--- src/rtl/ddram_rom_arbiter.sv ---
// ddram_rom_arbiter: shares one DDRAM Avalon port between ROM download writes and cached cartridge ROM line reads
module ddram_rom_arbiter #(
  parameter logic [28:0] BASE_ADDR = 29'h0600_0000,
  parameter bit          CACHE_EN  = 1'b1
) (
  input  logic        MCLK,
  input  logic        RESET_N,
  input  logic [24:0] WR_ADDR,
  input  logic [15:0] WR_DATA,
  input  logic        WR_REQ,
  output logic        WR_ACK,
  input  logic [21:0] RD_ADDR,
  input  logic        RD_REQ,
  output logic [63:0] RD_DATA,
  output logic        RD_ACK,
  input  logic        DDRAM_BUSY,
  output logic [7:0]  DDRAM_BURSTCNT,
  output logic [28:0] DDRAM_ADDR,
  input  logic [63:0] DDRAM_DOUT,
  input  logic        DDRAM_DOUT_READY,
  output logic        DDRAM_RD,
  output logic [63:0] DDRAM_DIN,
  output logic [7:0]  DDRAM_BE,
  output logic        DDRAM_WE
);
  typedef enum logic [1:0] {IDLE, WR_CMD, RD_CMD, RD_WAIT} state_t;
  state_t state_q, state_d;
  logic wr_ack_q, wr_ack_d, rd_ack_q, rd_ack_d, rd_q, rd_d, we_q, we_d;
  logic valid_q, valid_d, rd_out_q, rd_out_d;
  logic [63:0] rd_data_q, rd_data_d, din_q, din_d, line_q, line_d;
  logic [28:0] addr_q, addr_d;
  logic [7:0] be_q, be_d;
  logic [21:0] tag_q, tag_d;
  logic wr_pend, rd_pend, hit, unused_ok;
  assign wr_pend = WR_REQ != wr_ack_q;
  assign rd_pend = RD_REQ != rd_ack_q;
  assign hit = CACHE_EN && valid_q && tag_q == RD_ADDR;
  assign unused_ok = WR_ADDR[0];
  assign WR_ACK = wr_ack_q;
  assign RD_ACK = rd_ack_q;
  assign RD_DATA = rd_data_q;
  assign DDRAM_BURSTCNT = 8'd1;
  assign DDRAM_ADDR = addr_q;
  assign DDRAM_RD = rd_q;
  assign DDRAM_DIN = din_q;
  assign DDRAM_BE = be_q;
  assign DDRAM_WE = we_q;
  always_comb begin
    state_d = state_q;
    wr_ack_d = wr_ack_q;
    rd_ack_d = rd_ack_q;
    rd_d = rd_q;
    we_d = we_q;
    valid_d = valid_q;
    rd_data_d = rd_data_q;
    din_d = din_q;
    line_d = line_q;
    addr_d = addr_q;
    be_d = be_q;
    tag_d = tag_q;
    rd_out_d = DDRAM_DOUT_READY ? 1'b0 : (state_q == RD_CMD && !DDRAM_BUSY) ? 1'b1 : rd_out_q;
    case (state_q)
      IDLE: begin
        if (wr_pend) begin
          if (!rd_out_q) begin
            state_d = WR_CMD;
            we_d = 1'b1;
            addr_d = BASE_ADDR + 29'(WR_ADDR[24:3]);
            din_d = {4{WR_DATA}};
            be_d = 8'b11 << {WR_ADDR[2:1], 1'b0};
          end
        end else if (rd_pend && hit) begin
          rd_data_d = line_q;
          rd_ack_d = RD_REQ;
        end else if (rd_pend && !rd_out_q) begin
          state_d = RD_CMD;
          rd_d = 1'b1;
          addr_d = BASE_ADDR + 29'(RD_ADDR);
        end
      end
      WR_CMD: begin
        if (!DDRAM_BUSY) begin
          state_d = IDLE;
          we_d = 1'b0;
          wr_ack_d = WR_REQ;
          valid_d = WR_ADDR[24:3] == tag_q ? 1'b0 : valid_q;
        end
      end
      RD_CMD: begin
        if (!DDRAM_BUSY) begin
          state_d = RD_WAIT;
          rd_d = 1'b0;
          tag_d = RD_ADDR;
          valid_d = 1'b0;
        end
      end
      RD_WAIT: begin
        if (DDRAM_DOUT_READY) begin
          state_d = IDLE;
          rd_data_d = DDRAM_DOUT;
          line_d = DDRAM_DOUT;
          valid_d = CACHE_EN;
          rd_ack_d = RD_REQ;
        end
      end
    endcase
  end
  always_ff @(posedge MCLK) begin
    rd_out_q <= rd_out_d;
    line_q <= line_d;
    tag_q <= tag_d;
    if (!RESET_N) begin
      state_q <= IDLE;
      wr_ack_q <= 1'b0;
      rd_ack_q <= 1'b0;
      rd_q <= 1'b0;
      we_q <= 1'b0;
      valid_q <= 1'b0;
      rd_data_q <= '0;
      din_q <= '0;
      addr_q <= '0;
      be_q <= '0;
    end else begin
      state_q <= state_d;
      wr_ack_q <= wr_ack_d;
      rd_ack_q <= rd_ack_d;
      rd_q <= rd_d;
      we_q <= we_d;
      valid_q <= valid_d;
      rd_data_q <= rd_data_d;
      din_q <= din_d;
      addr_q <= addr_d;
      be_q <= be_d;
    end
  end
endmodule

--- config.mk ---
export PLATFORM = sky130hd
export DESIGN_NAME = ddram_rom_arbiter
export DESIGN_NICKNAME = d
export VERILOG_FILES = /design/src/rtl/ddram_rom_arbiter.sv
export SDC_FILE = /design/constraint.sdc
export NUM_CORES = 1
export LEC_CHECK = 0
export BUFFER_PORTS_ARGS = -buffer_cell sky130_fd_sc_hd__buf_2
export CORE_UTILIZATION = 48
export CTS_BUF_LIST = sky130_fd_sc_hd__clkbuf_4
export DETAILED_ROUTE_END_ITERATION = 8
export PLACE_DENSITY = 0.81
export SYNTH_ARGS = -nofsm -noshare
export SYNTH_HDL_FRONTEND = slang
export SYNTH_SLANG_ARGS = --single-unit
export TNS_END_PERCENT = 100
--- constraint.sdc ---
create_clock -name MCLK -period 3.2 [get_ports MCLK]
set_input_delay 0.32 -clock MCLK [delete_from_list [all_inputs] [get_ports MCLK]]
set_output_delay 0.32 -clock MCLK [all_outputs]
set_load 0.05 [all_outputs]
-- Word level (Yosys, flattened, before mapping)
Index checks and enable logic that the tools add are counted.
- add/sub/neg operators: 2
- equal/unequal tests: 22
- shift-type cells: 1
- muxes and demuxes: 32
- bitwise logic cells: 2
- reductions and logical operators: 22
- operators with widths (operator ; count):
    two-way mux 64 bit ; 3
    one-hot mux 64 bit (2 select lines) ; 1
    two-way mux 29 bit ; 4
    adder 27 x 22 -> 28 bit, first input constant ; 2
    equality test 22 bit ; 2
    inequality test 2 bit, second input constant ; 12
    two-way mux 2 bit ; 7
    two-way mux 1 bit ; 12
    AND reduction 4 bit ; 3
    AND reduction 5 bit ; 2
    inequality test 3 bit, second input constant ; 3
    one-hot mux 2 bit (4 select lines) ; 1
    nonzero test 2 bit ; 4
    left shift 2 x 3 -> 8 bit, first input constant ; 1
    one-hot mux 1 bit (2 select lines) ; 3
    AND reduction 2 bit ; 3
    AND reduction 6 bit ; 1
    equality test 2 bit, second input constant ; 2
    logical AND 1 bit ; 4
    one-hot mux 1 bit (3 select lines) ; 1
    AND reduction 3 bit ; 1
    nonzero test 3 bit ; 1
    equality test 2 x 1 -> 1 bit, second input constant ; 1
    logical NOT 1 bit ; 2
    3 further kinds ; 5
- register bits: 259
- output and inout bits: 177
- logic and storage cells: 94

-- Longest topological paths before layout
- word-level depth: 6
- gate-level depth with buffers: 8
- gate-level depth less buffers: 5

-- Least setup slack after synthesis
OpenSTA, ideal clock, no wires.
- path kind: reg2reg
- start: register state_q[0]
- end: register rd_data_q[0] (netlist: RD_DATA[0])
- library setup time: 0.120 ns
- arrival: 2.920 ns
- setup slack: 0.161 ns
- cell stages (with the launch flop): 7
- cell sequence: dfxtp_1 -> clkbuf_1 -> and3_1 -> a31oi_1 -> buf_4 -> buf_6 -> mux2i_1
- cells in the longest elaborated chain, start to end: 3
- elaborated cells between the ends (all ways): 8
- classes of those cells: eq/ne: 4; mux: 1; reduce/logical: 3
- RTL lines (item ; RTL line ; RTL):
    start: declaration ; 27 ; state_t state_q, state_d;
    start signal: assignment ; 124 ; state_q <= state_d;
    equality test 2 bit / logical NOT 2 bit (equally long branches) ; 62 ; case (state_q)
    inequality test 2 bit (no line) / nonzero test 2 bit (equally long branches) ; -- ;
    AND reduction 4 bit (no line) ; -- ;
    end signal: assignment ; 130 ; rd_data_q <= rd_data_d;
    end: declaration ; 30 ; logic [63:0] rd_data_q, rd_data_d, din_q, din_d, line_q, line_d;
Parallel ways exist; a longest one is shown, timed or not.
A chain may end at the register's enable or synchronous reset.

-- Worst setup path in the final report
- start: register state_q[1]
- end: register be_q[6] (netlist: DDRAM_BE[6])
- cells in the longest elaborated chain, start to end: 2
- RTL lines (item ; RTL line ; RTL):
    logical NOT 2 bit ; 62 ;
    AND reduction 3 bit (no line) ; -- ;
    end signal: assignment ; 122 ; be_q <= '0;
    end signal: assignment ; 133 ; be_q <= be_d;
    end: declaration ; 32 ; logic [7:0] be_q, be_d;
Every way passes these cells.

==> implementation parameters <==
Parameter                              Value

Logic synthesis
  Async set-reset flop share out of synthesis    0
  Cell with the most instances after synthesis    sky130_fd_sc_hd__nand2_1
  Fraction of the yosys area taken by sequential cells    0.5196
  Synth Flop Type    sky130_fd_sc_hd__dfxtp_1
  Portion of synthesized cell area occupied by the leading cell type    0.2747
  Post-synthesis cell type count    40
  Average footprint of a synthesized cell    10.72 µm²
  Cell area after synthesis    9402 µm²
  Leading post-synthesis cells by instance count    sky130_fd_sc_hd__nand2_1, sky130_fd_sc_hd__dfxtp_1, sky130_fd_sc_hd__edfxtp_1
  Number of enable-type register cells in the synthesized netlist    86
  Cell type with the highest aggregate area in the netlist    sky130_fd_sc_hd__edfxtp_1
  FF+latch count, synth    201
  Total of warnings raised by yosys    0
  Largest cells by area after synthesis    sky130_fd_sc_hd__edfxtp_1, sky130_fd_sc_hd__dfxtp_1, sky130_fd_sc_hd__mux2_2
  Count of mapped cells out of synthesis    roughly 880

Drt
  Total vias in the final route    just over 8000
  Top Metal Used    met4
  Routed Antenna Nets    0
  Sum of met3 wire segment lengths after detailed routing    2105 µm
  Routed metal-1 wirelength    9910 µm
  Final wirelength    26910 µm
  WL met2    13570 µm
  Number of vias per cell    5.347
  Routed wire per std cell    17.38 µm
  First DRT Iteration DRCs    approximately 490
  DRC violations left    0
  Drt first pass iters    7

Pwr
  VDD IR-drop max    0.2958 mV
  Static power due to leakage    5.791 nW
  Post-route total power    6.858 mW
  Ratio of total power to cell area    548.3 nW/µm²

Floorplan
  Standard cell core area    18960 µm²
  Starting density of the core    0.4960
  Die Height    142.0 µm
  DIE WIDTH    about 140 µm
  Die Area    between 20000 and 25000 µm²
  Number of rows in the core area    50
  Number of ports placed on the die boundary    310

GRT
  Antenna violations before repair    4
  Via count of the first global-routing pass    8281
  Congestion Overflow GR    0
  Overall global routing resource usage    0.2603
  Global-route wire length before repair    ~41000 µm
  Pin count of the biggest net entering global routing    69

CTS
  Clock root buffer    sky130_fd_sc_hd__clkbuf_4
  CTS-repair resized insts    0
  Total clock buffers created by CTS    52
  Clock input transition at the sequential cells of the worst setup and hold paths    roughly 0.07 ns
  CTS H-tree lvls    2
  Max clock buf depth    3
  CTS tree    done
  Clock insertion delay at the later pin of the skew report    0.66 ns
  TritonCTS Sinks    roughly 200

Timing
  Total negative slack for setup checks    0 ns
  Final critical-path share of the clock period    0.7960
  Number of hold-slack violations in the final timing report    0
  Measured slew at the worst slew-check pin    roughly 0.78 ns
  Pins over their slew limit    0
  Max Clk Rate    392.6 MHz
  Max Clock Skew    0.04753 ns
  Worst max-slew margin expressed relative to the limit    0.4821
  Setup-failing EPs final    0
  Unrepaired setup endpoints after global routing    no
  Shortest period the worst path allows    roughly 2.5 ns

Status
  Run status    finished, final reports clean

Final layout
  Proportion of layout cells with a drive suffix above 1    0.3850
  Growth of design area from synthesis to finish    33.03%
  Number of nets at the end of the flow    1373

Setup path
  Count of cells along the worst register-to-register path    6
  R2r startpoint    state_q[1]
  Critical setup path kind    reg2reg
  Endpoint of the worst-slack reg-to-reg timing path    DDRAM_BE[6]
  Setup slack of the most critical reg-to-reg path    approximately 0.65 ns
  Arrival @ worst endpoint    around 3.1 ns
  Sort of element at the start of the critical path    register
  Maximum fanout along the worst path    26
  Required time worst endpoint    3.78 ns
  Category of the worst setup path capture point    register

Min path
  Depth of the worst hold-timing path    3
  Class of the tightest hold or removal check    in2reg
  Worst hold path endpoint    valid_q
  Min-Delay Startpoint    WR_ADDR[20]

Placed design
  Count of port buffers added during placement    295
  Routability Congestion    0.8825
  Post-detailed-placement half-perimeter wirelength    16530 µm

Run
  Max cap viols    0
[area by class of cell]
type                       instances  area [µm²]
fill                            1399        6449
sequential                       201        4885
multi-input combinational        561        3807
timing repair buffer             423        2725
clock buffer                      79       593.1
tap                              260       325.3
clock inverter                    18       152.6
antenna                            6       15.01
inverter                           1       3.754
[where the power goes]
| group | total, mW | internal, mW | switching (mW) |
|---|---|---|---|
| sequential | 2.88 | 2.78 | 0.0987 |
| clock | 2.46 | 1.37 | 1.09 |
| combinational | 1.52 | 0.497 | 1.02 |
[registers in the layout, indices dropped and copies added, names as in the netlist]
name and cells:
tag_q 22, DDRAM_DIN 16, DDRAM_WE 1, DDRAM_RD 1, state_q 2, RD_DATA 64, RD_ACK 1, valid_q 1
rd_out_q 1, DDRAM_ADDR 23, line_q 64, DDRAM_BE 4, WR_ACK 1
[metal layers]
metal  track usage  vias to the layer above
met4        0.1647                        0
met3       0.06393                       97
met5             0                        -
li1              -                     3811
met1        0.2857                     3912
met2        0.4522                      463
[metrics by stage]
| stage | instance area [µm²] | std cells | hold WS (ns) | worst slack, ns | utilization |
|---|---|---|---|---|---|
| 2_1_floorplan | 9443 | 888 | 0.3924 | 0.1606 | - |
| 3_3_place_gp | 10660 | 1337 | 0.4412 | 1.002 | 0.5621 |
| 3_5_place_dp | 10660 | 1337 | 0.4485 | 0.9413 | 0.5621 |
| 6_report | 12510 | 1549 | 0.04414 | 0.6527 | 0.6598 |
| 4_1_cts | 12490 | 1543 | 0.01583 | 0.6681 | 0.6590 |
| 5_1_grt | 12500 | 1548 | 0.01297 | 0.4660 | 0.6597 |
[cells in the final DEF, fill, tap and decap left out, types with 3 or more instances in the layout]
| cell type | netlist | final |
|---|---|---|
| sky130_fd_sc_hd__buf_2 | 24 | 294 |
| sky130_fd_sc_hd__nand2_1 | 170 | 169 |
| sky130_fd_sc_hd__dfxtp_1 | 115 | 115 |
| sky130_fd_sc_hd__dlygate4sd3_1 | 0 | 109 |
| sky130_fd_sc_hd__edfxtp_1 | 86 | 86 |
| sky130_fd_sc_hd__clkbuf_4 | 0 | 79 |
| sky130_fd_sc_hd__a21oi_1 | 67 | 67 |
| sky130_fd_sc_hd__mux2i_1 | 66 | 66 |
| sky130_fd_sc_hd__mux2_2 | 65 | 65 |
| sky130_fd_sc_hd__xnor2_1 | 43 | 43 |
| sky130_fd_sc_hd__nand3_1 | 24 | 24 |
| sky130_fd_sc_hd__and3_1 | 24 | 23 |
| sky130_fd_sc_hd__a221oi_1 | 23 | 23 |
| sky130_fd_sc_hd__buf_4 | 67 | 19 |
| sky130_fd_sc_hd__a31o_2 | 15 | 15 |
| sky130_fd_sc_hd__conb_1 | 2 | 13 |
| sky130_fd_sc_hd__nand4_1 | 10 | 10 |
| sky130_fd_sc_hd__clkinv_1 | 0 | 10 |
| sky130_fd_sc_hd__a31o_1 | 7 | 7 |
| sky130_fd_sc_hd__diode_2 | 0 | 6 |
| sky130_fd_sc_hd__nor2_1 | 6 | 6 |
| sky130_fd_sc_hd__clkinv_2 | 0 | 5 |
| sky130_fd_sc_hd__xor2_1 | 3 | 3 |
| sky130_fd_sc_hd__bufinv_16 | 0 | 3 |
[kinds of logic after synthesis]
group,Yosys count,synth area share
AO/OA/AOI/OAI,123,0.08651
multiplexers,131,0.1481
flip-flops,201,0.5196
AND/OR/NAND/NOR,247,0.1162
buffers and inverters,126,0.08424
other,2,0.0007988
XOR/XNOR,47,0.04458
[timing repair]
item,CTS,global route
setup buffers,0,0
hold endpoints to repair,110,0
hold buffers,109,0
[worst max-delay path, cell delays in order (launching register included)]
cell	delay [ns]
sky130_fd_sc_hd__dfxtp_1	0.41
sky130_fd_sc_hd__nor3_4	0.22
sky130_fd_sc_hd__buf_4	0.30
sky130_fd_sc_hd__and2_1	0.68
sky130_fd_sc_hd__nand3_1	0.14
sky130_fd_sc_hd__dlygate4sd3_1	0.58
sky130_fd_sc_hd__a21oi_1	0.13
[worst max path at each step]
stage / start / end / depth (start not counted)
2_1_floorplan: state_q[0] / RD_DATA[0] / 6
3_3_place_gp: RD_REQ / RD_DATA[31] / 7
3_5_place_dp: RD_ADDR[17] / RD_DATA[47] / 8
4_1_cts: state_q[1] / DDRAM_BE[6] / 6
5_1_grt: state_q[1] / DDRAM_BE[6] / 6
6_report: state_q[1] / DDRAM_BE[6] / 6
No activity file was read; power rests on OpenSTA's default activity.
